<file path="src/rtl/motion_detector_pkg.sv">
// rtl/motion_detector_pkg.sv - shared types, widths and helpers for motion_detector
package motion_pkg;

  localparam int DATA_W = 12;
  localparam int MAG_W  = DATA_W + 2;

  typedef enum logic [1:0] {
    ST_PRIME  = 2'd0,
    ST_STILL  = 2'd1,
    ST_MOVING = 2'd2
  } state_t;

  // Difference is taken one bit wider so that -2048 - 2047 cannot wrap.
  function automatic logic [DATA_W-1:0] abs_diff(input logic [DATA_W-1:0] a,
                                                 input logic [DATA_W-1:0] b);
    logic [DATA_W:0] d;
    d = {a[DATA_W-1], a} - {b[DATA_W-1], b};
    if (d[DATA_W]) begin
      d = -d;
    end
    return d[DATA_W-1:0];
  endfunction

endpackage

</file>
<file path="src/rtl/motion_detector_if.sv">
// rtl/motion_detector_if.sv - sample stream in, motion status out
interface motion_detector_if;
  import motion_pkg::*;

  logic              sample_valid;
  logic [DATA_W-1:0] sample_x;
  logic [DATA_W-1:0] sample_y;
  logic [DATA_W-1:0] sample_z;
  logic              clear_count;
  logic              moving;
  logic [15:0]       value;
  logic [MAG_W-1:0]  mag;
  logic              mag_valid;

  modport master (
    output sample_valid, sample_x, sample_y, sample_z, clear_count,
    input  moving, value, mag, mag_valid
  );

  modport slave (
    input  sample_valid, sample_x, sample_y, sample_z, clear_count,
    output moving, value, mag, mag_valid
  );

endinterface

</file>
<file path="src/rtl/motion_detector_axis_delta.sv">
// rtl/motion_detector_axis_delta.sv - per-axis previous-sample register and |cur-prev|
module axis_delta
  import motion_pkg::*;
(
  input  logic              clk,
  input  logic              rst,
  input  logic              load,
  input  logic [DATA_W-1:0] cur,
  output logic [DATA_W-1:0] absd
);

  logic [DATA_W-1:0] prev_q;

  always_ff @(posedge clk or posedge rst) begin
    if (rst) begin
      prev_q <= '0;
      absd   <= '0;
    end else if (load) begin
      prev_q <= cur;
      absd   <= abs_diff(cur, prev_q);
    end
  end

endmodule

</file>
<file path="src/rtl/motion_detector.sv">
// rtl/motion_detector.sv - L1 sample-to-sample motion detector with hold timer and event count
module motion_detector
  import motion_pkg::*;
#(
  parameter int THRESH      = 64,
  parameter int HOLD_CYCLES = 50_000_000
) (
  input logic              clk,
  input logic              rst,
  motion_detector_if.slave bus
);

  localparam int                HOLD_W      = $clog2(HOLD_CYCLES + 1);
  localparam logic [HOLD_W-1:0] HOLD_RELOAD = HOLD_W'(HOLD_CYCLES - 1);
  localparam logic [MAG_W-1:0]  THRESH_M    = MAG_W'(THRESH);

  logic [DATA_W-1:0] abs_x, abs_y, abs_z;
  logic              v1_q;
  logic [MAG_W-1:0]  sum;
  logic [MAG_W-1:0]  mag_q;
  logic              mag_valid_q;
  logic              hit_q;

  state_t            state_q, state_d;
  logic [HOLD_W-1:0] hold_q, hold_d;
  logic [15:0]       value_q, value_d;

  axis_delta u_dx (.clk(clk), .rst(rst), .load(bus.sample_valid), .cur(bus.sample_x), .absd(abs_x));
  axis_delta u_dy (.clk(clk), .rst(rst), .load(bus.sample_valid), .cur(bus.sample_y), .absd(abs_y));
  axis_delta u_dz (.clk(clk), .rst(rst), .load(bus.sample_valid), .cur(bus.sample_z), .absd(abs_z));

  // The priming sample still loads prev, but its deltas are against zero and must not count.
  always_ff @(posedge clk or posedge rst) begin
    if (rst) begin
      v1_q <= 1'b0;
    end else begin
      v1_q <= bus.sample_valid && (state_q != ST_PRIME);
    end
  end

  assign sum = MAG_W'(abs_x) + MAG_W'(abs_y) + MAG_W'(abs_z);

  always_ff @(posedge clk or posedge rst) begin
    if (rst) begin
      mag_q       <= '0;
      mag_valid_q <= 1'b0;
      hit_q       <= 1'b0;
    end else begin
      mag_valid_q <= v1_q;
      hit_q       <= v1_q && (sum > THRESH_M);
      if (v1_q) begin
        mag_q <= sum;
      end
    end
  end

  always_ff @(posedge clk or posedge rst) begin
    if (rst) begin
      state_q <= ST_PRIME;
      hold_q  <= '0;
      value_q <= '0;
    end else begin
      state_q <= state_d;
      hold_q  <= hold_d;
      value_q <= value_d;
    end
  end

  always_comb begin
    state_d = state_q;
    hold_d  = hold_q;
    value_d = value_q;
    case (state_q)
      ST_PRIME: begin
        if (bus.sample_valid) begin
          state_d = ST_STILL;
        end
      end
      ST_STILL: begin
        if (hit_q) begin
          state_d = ST_MOVING;
          hold_d  = HOLD_RELOAD;
          if (value_q != 16'hFFFF) begin
            value_d = value_q + 16'd1;
          end
        end
      end
      ST_MOVING: begin
        // A hit while already moving only retriggers the timer; it is not a new event.
        if (hit_q) begin
          hold_d = HOLD_RELOAD;
        end else if (hold_q != '0) begin
          hold_d = hold_q - 1'b1;
        end else begin
          state_d = ST_STILL;
        end
      end
      default: begin
        state_d = ST_PRIME;
        hold_d  = '0;
      end
    endcase
    if (bus.clear_count) begin
      value_d = '0;
    end
  end

  assign bus.moving    = (state_q == ST_MOVING);
  assign bus.value     = value_q;
  assign bus.mag       = mag_q;
  assign bus.mag_valid = mag_valid_q;

endmodule
</file>
<file path="src/flat_wrapper.sv">
// flat-port wrapper written by rule: the top's interface ports become plain ports
module motion_detector_flat import motion_pkg::*;
#(
  parameter int THRESH      = 64,
  parameter int HOLD_CYCLES = 50_000_000
)
  (clk, rst, bus_sample_valid, bus_sample_x, bus_sample_y, bus_sample_z, bus_clear_count, bus_moving, bus_value, bus_mag, bus_mag_valid);
  motion_detector_if bus_i ();
  input logic clk;
  input logic rst;
  input wire logic [$bits(bus_i.sample_valid)-1:0] bus_sample_valid;
  input wire logic [$bits(bus_i.sample_x)-1:0] bus_sample_x;
  input wire logic [$bits(bus_i.sample_y)-1:0] bus_sample_y;
  input wire logic [$bits(bus_i.sample_z)-1:0] bus_sample_z;
  input wire logic [$bits(bus_i.clear_count)-1:0] bus_clear_count;
  output wire logic [$bits(bus_i.moving)-1:0] bus_moving;
  output wire logic [$bits(bus_i.value)-1:0] bus_value;
  output wire logic [$bits(bus_i.mag)-1:0] bus_mag;
  output wire logic [$bits(bus_i.mag_valid)-1:0] bus_mag_valid;
  assign bus_i.sample_valid = bus_sample_valid;
  assign bus_i.sample_x = bus_sample_x;
  assign bus_i.sample_y = bus_sample_y;
  assign bus_i.sample_z = bus_sample_z;
  assign bus_i.clear_count = bus_clear_count;
  assign bus_moving = bus_i.moving;
  assign bus_value = bus_i.value;
  assign bus_mag = bus_i.mag;
  assign bus_mag_valid = bus_i.mag_valid;
  motion_detector #(.THRESH(THRESH), .HOLD_CYCLES(HOLD_CYCLES)) u_core (.clk(clk), .rst(rst), .bus(bus_i));
endmodule
</file>
<file path="config.mk">
export PLATFORM = sky130hd
export DESIGN_NAME = motion_detector_flat
export DESIGN_NICKNAME = d
export VERILOG_FILES = /design/src/rtl/motion_detector_pkg.sv /design/src/rtl/motion_detector_if.sv /design/src/rtl/motion_detector_axis_delta.sv /design/src/rtl/motion_detector.sv /design/src/flat_wrapper.sv
export SDC_FILE = /design/constraint.sdc
export NUM_CORES = 1
export LEC_CHECK = 0
export ABC_AREA = 1
export CAP_MARGIN = 30
export CORE_MARGIN = 2
export CORE_UTILIZATION = 65
export DETAILED_ROUTE_END_ITERATION = 12
export PLACE_DENSITY = 0.86
export SETUP_SLACK_MARGIN = 0.2
export SLEW_MARGIN = 0
export SYNTH_ARGS = -nofsm -noshare
export SYNTH_HDL_FRONTEND = slang
export SYNTH_SLANG_ARGS = --single-unit
</file>
<file path="constraint.sdc">
create_clock -name clk -period 6.11 [get_ports clk]
set_clock_uncertainty 0.2 [all_clocks]
set_input_delay 0.611 -clock clk [delete_from_list [all_inputs] [get_ports clk]]
set_output_delay 0.611 -clock clk [all_outputs]
set_load 0.05 [all_outputs]
</file>
==> results of run 1 <==
Yosys cell counts (8+ instances only):
master                     number
sky130_fd_sc_hd__a21oi_1       50
sky130_fd_sc_hd__clkbuf_1      18
sky130_fd_sc_hd__dfrtp_1      133
sky130_fd_sc_hd__ha_1          71
sky130_fd_sc_hd__inv_1        175
sky130_fd_sc_hd__nand2_1      426
sky130_fd_sc_hd__nand2_2        8
sky130_fd_sc_hd__nand3_1      114
sky130_fd_sc_hd__nand4_1       17
sky130_fd_sc_hd__nor2_1        95
sky130_fd_sc_hd__nor3_1        24
sky130_fd_sc_hd__o211ai_1       9
sky130_fd_sc_hd__o21ai_0      110
sky130_fd_sc_hd__o31ai_1       10
sky130_fd_sc_hd__xnor2_1       19
sky130_fd_sc_hd__xor2_1        35
state kept, by name (all words and copies together), names as in the netlist, 2 cells and up:
signal              count
u_core.bus.mag         14
u_core.bus.value       16
u_core.hold_q          26
u_core.state_q          2
u_core.u_dx.absd       12
u_core.u_dx.prev_q     12
u_core.u_dy.absd       12
u_core.u_dy.prev_q     12
u_core.u_dz.absd       12
u_core.u_dz.prev_q     12
path summary, 6_finish.rpt:
kind,startpoint,end,slack [ns],depth (start not counted)
setup / recovery,u_core.u_dy.absd[2],u_core.hit_q,2.42,19
hold / removal,u_core.bus.mag[0],u_core.bus.mag[0],0.29,2
setup reg to reg,u_core.u_dy.absd[2],u_core.hit_q,2.42,19
hold reg to reg,u_core.bus.mag[0],u_core.bus.mag[0],0.29,2
max in group asynchronous,rst,u_core.u_dz.prev_q[0],4.11,3
min in group asynchronous,rst,u_core.u_dx.prev_q[5],0.54,2
through the flow:
step	instances	power, uW	setup WS (ns)	hold slack (ns)
floorplan	1396	3550	1.74	0.233
global placement	1630	4110	2.62	0.268
detailed placement	1630	4190	2.50	0.274
CTS	1661	5310	2.44	0.292
global route	1661	5780	2.05	0.307
finish	1661	5330	2.42	0.287
final cells by class:
class / count / area, sq um
sequential: 133 / 3330
multi-input combinational: 1053 / 5700
clock buffer: 19 / 443
timing repair buffer: 74 / 728
tap: 188 / 235
inverter: 182 / 693
fill: 1171 / 3720
clock inverter: 12 / 180
routing by layer:
layer,global-route usage (%),part of all wire (%)
met5,0,0
met4,7.76,1.4
met3,5.36,4.2
met2,47.6,48
met1,38.1,47
worst reg2reg max path, stage by stage (launching register included):
cell                       delay [ns]
sky130_fd_sc_hd__dfrtp_1         0.38
sky130_fd_sc_hd__ha_1            0.36
sky130_fd_sc_hd__nand2_1         0.09
sky130_fd_sc_hd__o21ai_0         0.28
sky130_fd_sc_hd__a21oi_1         0.16
sky130_fd_sc_hd__o21ai_0         0.28
sky130_fd_sc_hd__a21oi_1         0.11
sky130_fd_sc_hd__nor2_1          0.10
sky130_fd_sc_hd__nor2_1          0.05
sky130_fd_sc_hd__xnor2_1         0.12
sky130_fd_sc_hd__ha_1            0.34
sky130_fd_sc_hd__inv_1           0.08
sky130_fd_sc_hd__nor3_1          0.26
sky130_fd_sc_hd__nand3_1         0.10
sky130_fd_sc_hd__nand4_1         0.12
sky130_fd_sc_hd__xnor2_1         0.15
sky130_fd_sc_hd__nand2_1         0.10
sky130_fd_sc_hd__nand3b_1        0.16
sky130_fd_sc_hd__nand2_1         0.07
sky130_fd_sc_hd__nor2_1          0.04
power by group:
part	total (uW)	internal (uW)	switching (uW)
Combinational	2990	1050	1940
Clock	1080	691	388
Sequential	1260	1100	162
Total	5330	2830	2490
kinds of logic after synthesis:
family,count (synthesis)
and+or+nand+nor,716
buffers and inverters,210
DFF,133
AOI/OAI and AO/OA,207
xor gates and xnor gates,54
adders and majority gates,76
==> implementation parameters, run 1 <==
Parameter                              Value

Outcome
  Result of the run ... completed

GRT
  Pin count of the biggest net entering global routing ... 93
  Initial antenna violation count ... 0
  Gr ovfl total ... 0
  Total track usage ... 28.4%
  Via count of the first global-routing pass ... 8,638
  Wire length of the first global-routing pass ... 38,000 microns

Logic synthesis
  Synth area leader ... sky130_fd_sc_hd__dfrtp_1
  Post-synthesis net count ... 1,512
  Share of synthesized area occupied by flip-flops and latches ... 33.8%
  Combinational family with the most area after synthesis ... simple AND/OR/NAND/NOR gates
  Area share of the leading cell type in the synthesized netlist ... 33.8%
  Predominant post-synthesis flop cell ... sky130_fd_sc_hd__dfrtp_1
  Ys async rst share ... 100%
  Largest cells by area after synthesis ... sky130_fd_sc_hd__dfrtp_1 (34%), sky130_fd_sc_hd__nand2_1 (16%), sky130_fd_sc_hd__ha_1 (9.0%)
  Adder-Cell Fraction of Synth Area ... 10.0%
  Gate Count Post-Synth ... 1,396
  Synthesized area per cell ... 7.06 sq um
  Unique masters post-synth ... 44
  Post-Synth Simple-Gate Area ... 31.2%
  Number of enable-type register cells in the synthesized netlist ... 0
  #FFs+latches synth ... 133
  Area fraction in compound gates after synthesis ... 11.8%
  Warnings from Yosys ... 0
  XOR/XNOR Fraction of Synth Area ... 4.80%
  Share of synthesized area spent on multiplexers ... 0%
  Netlist Area Pre-Place ... 9860 sq um

Job
  Max cap viols ... 0

Power
  Max rail drop VDD ... 0.272 mV
  Power per Cell Area ... 471 nW/um^2
  Static leakage ... 0.00576 uW

Floorplanning
  Initial Util ... 65.6%
  Width of the chip ... 127 microns
  Floorplan die area ... 16,200 sq um
  Die height ... 127 microns
  Placeable core area ... 15,000 sq um
  I/O Pins ... 72
  Standard-cell row count ... 45

Critical path
  Worst-path cell with the longest stage delay ... sky130_fd_sc_hd__dfrtp_1
  Delay of the slowest cell on the worst path ... 0.38 ns
  Count of buffer and inverter cells on the critical path ... 1
  Sort of element at the end of the critical path ... register
  Worst Path Arrival ... 3.77 ns
  Critical path's top delay family ... simple AND/OR/NAND/NOR gates
  Highest fanout seen on the critical path ... 4
  Cell-by-cell listing of the critical path ... ha_1 > nand2_1 > o21ai_0 > a21oi_1 > o21ai_0 > a21oi_1 > nor2_1 > nor2_1 > xnor2_1 > ha_1 > inv_1 > nor3_1 > nand3_1 > nand4_1 > xnor2_1 > nand2_1 > nand3b_1 > nand2_1 > nor2_1
  Worst setup path category ... register to register
  Required time reported for the critical path endpoint ... 6.19 ns
  Kind of launch point of the worst setup path ... register

Clocking
  Clock tree root buffer cell ... sky130_fd_sc_hd__clkbuf_16
  PostCTS Resize Cnt ... 0
  Post-CTS Setup Bufs ... 0
  Clock transition at path regs ... 0.06 ns
  Worst-Skew Late Latency ... 0.43 ns
  Maximum buffer depth of the clock tree ... 2
  Total number of H-tree levels ... 4
  TritonCTS buffer count ... 17
  CTS sink cnt ... 133
  CTS tree ... done
  Number of buffers inserted for hold repair after clock tree synthesis ... 0

Timing
  Worst slew pin tran ... 0.815 ns
  RSZ-0062 raised after global routing ... false
  Count of final hold-check violations ... 0
  Final setup vio count ... 0
  Tcrit/Tclk final ... 60.4%
  Setup_tns ... 0 ns
  Number of pins with negative max-slew slack in the final report ... 0
  Max-Slew Margin vs Limit ... 45.7%
  Maximum clock frequency ... 271 MHz
  Fin crit period ... 3.69 ns

Placement
  Placement Cell Area ... 10,700 sq um
  Port buffer count ... 71
  GP Congestion ... 0.919
  DP Wirelength ... 15,600 microns

Detailed routing
  Number of remaining DRC errors ... 0
  Drt first pass iters ... 6
  1st-iter DRT viols ... 712
  Via Count ... 9,075
  Mean number of vias per cell ... 5.46
  Routed WL ... 21,700 microns
  Average wire length per cell after detail routing ... 13.1 microns
  Remaining antenna violation count ... 0

Final layout
  Post-synthesis to final-layout area growth ... 14.7%
  Most frequent standard cell in the layout excluding fill and tap cells ... sky130_fd_sc_hd__nand2_1
  Post-route cell area ... 11,300 sq um
  Utilization after layout ... 75.2%
  Share of cells above drive strength 1 ... 4.96%
  Number of diodes added for antenna fixing ... 0
  Layout net count ... 1,577
  Commonest cells after routing, fill and taps aside ... sky130_fd_sc_hd__nand2_1 (426), sky130_fd_sc_hd__inv_1 (174), sky130_fd_sc_hd__dfrtp_1 (133), sky130_fd_sc_hd__nand3_1 (114), sky130_fd_sc_hd__o21ai_0 (110)

Min path
  Type of the most critical hold path ... register to register
Power figures use the tool's default switching activity.
==> run 2, diff against run 1 <==
--- a/config.mk
+++ b/config.mk
@@ -8,9 +8,9 @@
 export ABC_AREA = 1
 export CAP_MARGIN = 30
 export CORE_MARGIN = 2
-export CORE_UTILIZATION = 65
+export CORE_UTILIZATION = 60
 export DETAILED_ROUTE_END_ITERATION = 12
-export PLACE_DENSITY = 0.86
+export PLACE_DENSITY = 0.8
 export SETUP_SLACK_MARGIN = 0.2
 export SLEW_MARGIN = 0
 export SYNTH_ARGS = -nofsm -noshare
==> constraint.sdc (replaced) <==
create_clock -name clk -period 3.4 [get_ports clk]
set_clock_uncertainty 0.2 [all_clocks]
set_input_delay 0.34 -clock clk [delete_from_list [all_inputs] [get_ports clk]]
set_output_delay 0.34 -clock clk [all_outputs]
set_load 0.05 [all_outputs]
==> run 2 against run 1 <==
Against the previous run:
- maximum frequency is 7.6% higher
- combinational power is 120% higher
- count of clock-buffer cells in the layout is 2 higher
- the run now ends with setup timing left
- final area is 3.3% higher
- sequential share of layout area is 0.94 points lower
- clock power is 72% higher
- critical path depth is 2 lower
- critical path type unchanged
- die area is 8.1% higher
==> implementation parameters, run 2 (synthesis gave the netlist of run 1 again) <==
Parameter                              Value

Clocking
  TritonCTS buffer count ... 17 (unchanged)
  Maximum buffer depth of the clock tree ... 2 (unchanged)
  Worst-Skew Late Latency ... 0.43 ns (about the same)
  Number of buffers inserted for hold repair after clock tree synthesis ... 0 (unchanged)
  Clock tree root buffer cell ... sky130_fd_sc_hd__clkbuf_16 (unchanged)
  Clock transition at path regs ... 0.06 ns (about the same)
  CTS sink cnt ... 133 (unchanged)
  CTS tree ... done (unchanged)
  Total number of H-tree levels ... 4 (unchanged)

Final layout
  Most frequent standard cell in the layout excluding fill and tap cells ... sky130_fd_sc_hd__nand2_1 (unchanged)
  Utilization after layout ... 73.0% (was 75.2%)
  Share of cells above drive strength 1 ... 8.79% (was 4.96%)
  Commonest cells after routing, fill and taps aside ... sky130_fd_sc_hd__nand2_1 (421), sky130_fd_sc_hd__inv_1 (173), sky130_fd_sc_hd__dfrtp_1 (133), sky130_fd_sc_hd__nand3_1 (112), sky130_fd_sc_hd__o21ai_0 (103) (was sky130_fd_sc_hd__nand2_1 (426), sky130_fd_sc_hd__inv_1 (174), sky130_fd_sc_hd__dfrtp_1 (133), sky130_fd_sc_hd__nand3_1 (114), sky130_fd_sc_hd__o21ai_0 (110))
  Post-synthesis to final-layout area growth ... 18.5% (was 14.7%)
  Fill count ... 1,325 (was 1,171)
  Post-route cell area ... 11,700 sq um (was 11,300 sq um)
  Max FFs per register ... 26 (unchanged)
  Layout net count ... 1,593 (was 1,577)
  Top reg by flops ... u_core.hold_q (unchanged)
  Number of diodes added for antenna fixing ... 0 (unchanged)

Placement
  Placement Cell Area ... 10,800 sq um (was 10,700 sq um)
  DP Wirelength ... 15,700 microns (was 15,600 microns)
  Port buffer count ... 71 (unchanged)
  GP Congestion ... 0.856 (was 0.919)

Critical path
  Worst Path Arrival ... 3.52 ns (was 3.77 ns)
  Sort of element at the end of the critical path ... register (unchanged)
  Kind of launch point of the worst setup path ... register (unchanged)
  Worst R2R Setup Slack ... -0.03 ns (was 2.42 ns)
  Required time reported for the critical path endpoint ... 3.49 ns (was 6.19 ns)
  Highest fanout seen on the critical path ... 3 (was 4)
  Worst setup path category ... register to register (unchanged)

Detailed routing
  Via Count ... 9,180 (was 9,075)
  Average wire length per cell after detail routing ... 13.2 microns (was 13.1 microns)
  Remaining antenna violation count ... 0 (unchanged)
  1st-iter DRT viols ... 635 (was 712)
  Routed WL ... 22,600 microns (was 21,700 microns)
  Drt first pass iters ... 5 (was 6)
  Number of remaining DRC errors ... 0 (unchanged)
  Mean number of vias per cell ... 5.38 (was 5.46)

Power
  Power per Cell Area ... 910 nW/um^2 (was 471 nW/um^2)
  Static leakage ... 0.00587 uW (was 0.00576 uW)
  Max rail drop VDD ... 0.570 mV (was 0.272 mV)
  Tot Pwr ... 10,600 uW (was 5330 uW)

Timing
  RSZ-0062 raised after global routing ... true (was false)
  Tcrit/Tclk final ... 101% (was 60.4%)
  Max-Slew Margin vs Limit ... 43.1% (was 45.7%)
  Count of final hold-check violations ... 0 (unchanged)
  Worst slew pin tran ... 0.853 ns (was 0.815 ns)
  Maximum clock frequency ... 292 MHz (was 271 MHz)
  Fin crit period ... 3.43 ns (was 3.69 ns)
  Final setup vio count ... 1 (was 0)
  Final setup margin ... -0.0302 ns (was 2.42 ns)
  Number of pins with negative max-slew slack in the final report ... 0 (unchanged)

GRT
  Total track usage ... 26.5% (was 28.4%)
  Initial antenna violation count ... 0 (unchanged)
  Pin count of the biggest net entering global routing ... 134 (was 93)
  Via count of the first global-routing pass ... 8,538 (was 8,638)
  Gr ovfl total ... 0 (unchanged)
  Wire length of the first global-routing pass ... 38,900 microns (was 38,000 microns)

Floorplanning
  Die height ... 132 microns (was 127 microns)
  Standard-cell row count ... 46 (was 45)
  Placeable core area ... 16,000 sq um (was 15,000 sq um)
  Floorplan die area ... 17,500 sq um (was 16,200 sq um)
  I/O Pins ... 72 (unchanged)
  Width of the chip ... 132 microns (was 127 microns)
  Initial Util ... 61.6% (was 65.6%)

Outcome
  Result of the run ... finished with violations (was completed)
  Violated checks ... setup timing

Min path
  Type of the most critical hold path ... primary input to async pin (was register to register)

Job
  Max cap viols ... 0 (unchanged)
[run 2: changes by cell type in the layout (fill, tap and decap cells not counted), sizes merged]
| cell | delta |
|---|---|
| buf | +16 |
| bufinv | -2 |
| clkbuf | +2 |
| clkinv | -1 |
| clkinvlp | +3 |
| inv | -1 |
[run 2: power breakdown]
| group | internal (uW) | switching, uW | leakage, uW |
|---|---|---|---|
| combinational | 2560 | 3940 | 0.00391 |
| sequential | 1970 | 302 | 0.00168 |
| clock | 1140 | 720 | 0.000281 |
| total | 5670 | 4970 | 0.00587 |
[run 2: metrics by stage]
step,cells,worst slack (ns),hold WS (ns),setup TNS (ns)
2_1_floorplan,1396,0.212,0.233,0
3_3_place_gp,1662,0.0634,0.268,0
3_5_place_dp,1662,-0.0152,0.273,-0.0152
4_1_cts,1697,0.171,0.281,0
5_1_grt,1706,-0.192,0.307,-0.342
6_report,1706,-0.0302,0.207,-0.0302
[run 2: path summary, 6_finish.rpt]
| path | from | to | depth (start not counted) |
|---|---|---|---|
| max | u_core.u_dx.absd[0] | u_core.hit_q | 17 |
| min | rst | u_core.bus.mag[3] | 3 |
| max reg2reg | u_core.u_dx.absd[0] | u_core.hit_q | 17 |
| min reg2reg | u_core.bus.mag[4] | u_core.bus.mag[4] | 2 |
| max in group asynchronous | rst | u_core.hold_q[3] | 3 |
| min in group clk | u_core.bus.mag[4] | u_core.bus.mag[4] | 2 |
[run 2: final cells by class]
cell class / instances / area, sq um / share of cell area, %
clock buffers: 21 / 470 / 4.03
clock inverters: 11 / 126 / 1.08
inverters: 182 / 692 / 5.92
multi-input cells: 1053 / 5930 / 50.8
flip-flops and latches: 133 / 3330 / 28.5
well taps: 216 / 270 / 2.31
repair buffers: 90 / 861 / 7.37
[run 2: critical path, stage by stage, from the launching register on]
cell and delay [ns]:
sky130_fd_sc_hd__dfrtp_1 0.35, sky130_fd_sc_hd__ha_2 0.20, sky130_fd_sc_hd__inv_2 0.06, sky130_fd_sc_hd__fa_2 0.38, sky130_fd_sc_hd__o21ai_4 0.21, sky130_fd_sc_hd__a21oi_2 0.10, sky130_fd_sc_hd__o21ai_1 0.16, sky130_fd_sc_hd__xor2_1 0.24
sky130_fd_sc_hd__ha_1 0.29, sky130_fd_sc_hd__a21o_1 0.21, sky130_fd_sc_hd__a21oi_2 0.14, sky130_fd_sc_hd__nand3_2 0.08, sky130_fd_sc_hd__xor2_1 0.20, sky130_fd_sc_hd__nand2_1 0.12, sky130_fd_sc_hd__nor2_1 0.15, sky130_fd_sc_hd__nand3b_1 0.08
sky130_fd_sc_hd__nand2_1 0.06, sky130_fd_sc_hd__nor2_1 0.04
[run 2: what timing repair did]
item / in CTS / in global routing
pin swaps: 14 / 27
buffers inserted: 3 / 9
hold endpoints to repair: 0 / 0
resized for setup: 29 / 19
setup endpoints to repair: 2 / 5
[run 2: routing by layer]
layer  wire length (microns)  part of all wire (%)  track usage [%]  vias to the layer above
li1                        -                     -                -                     4705
met1                   10300                    46             35.6                     4237
met2                   10900                    48             44.5                      202
met3                     940                   4.2             4.58                       36
met4                     416                   1.8             7.11                        0
met5                       0                     0                0                        -
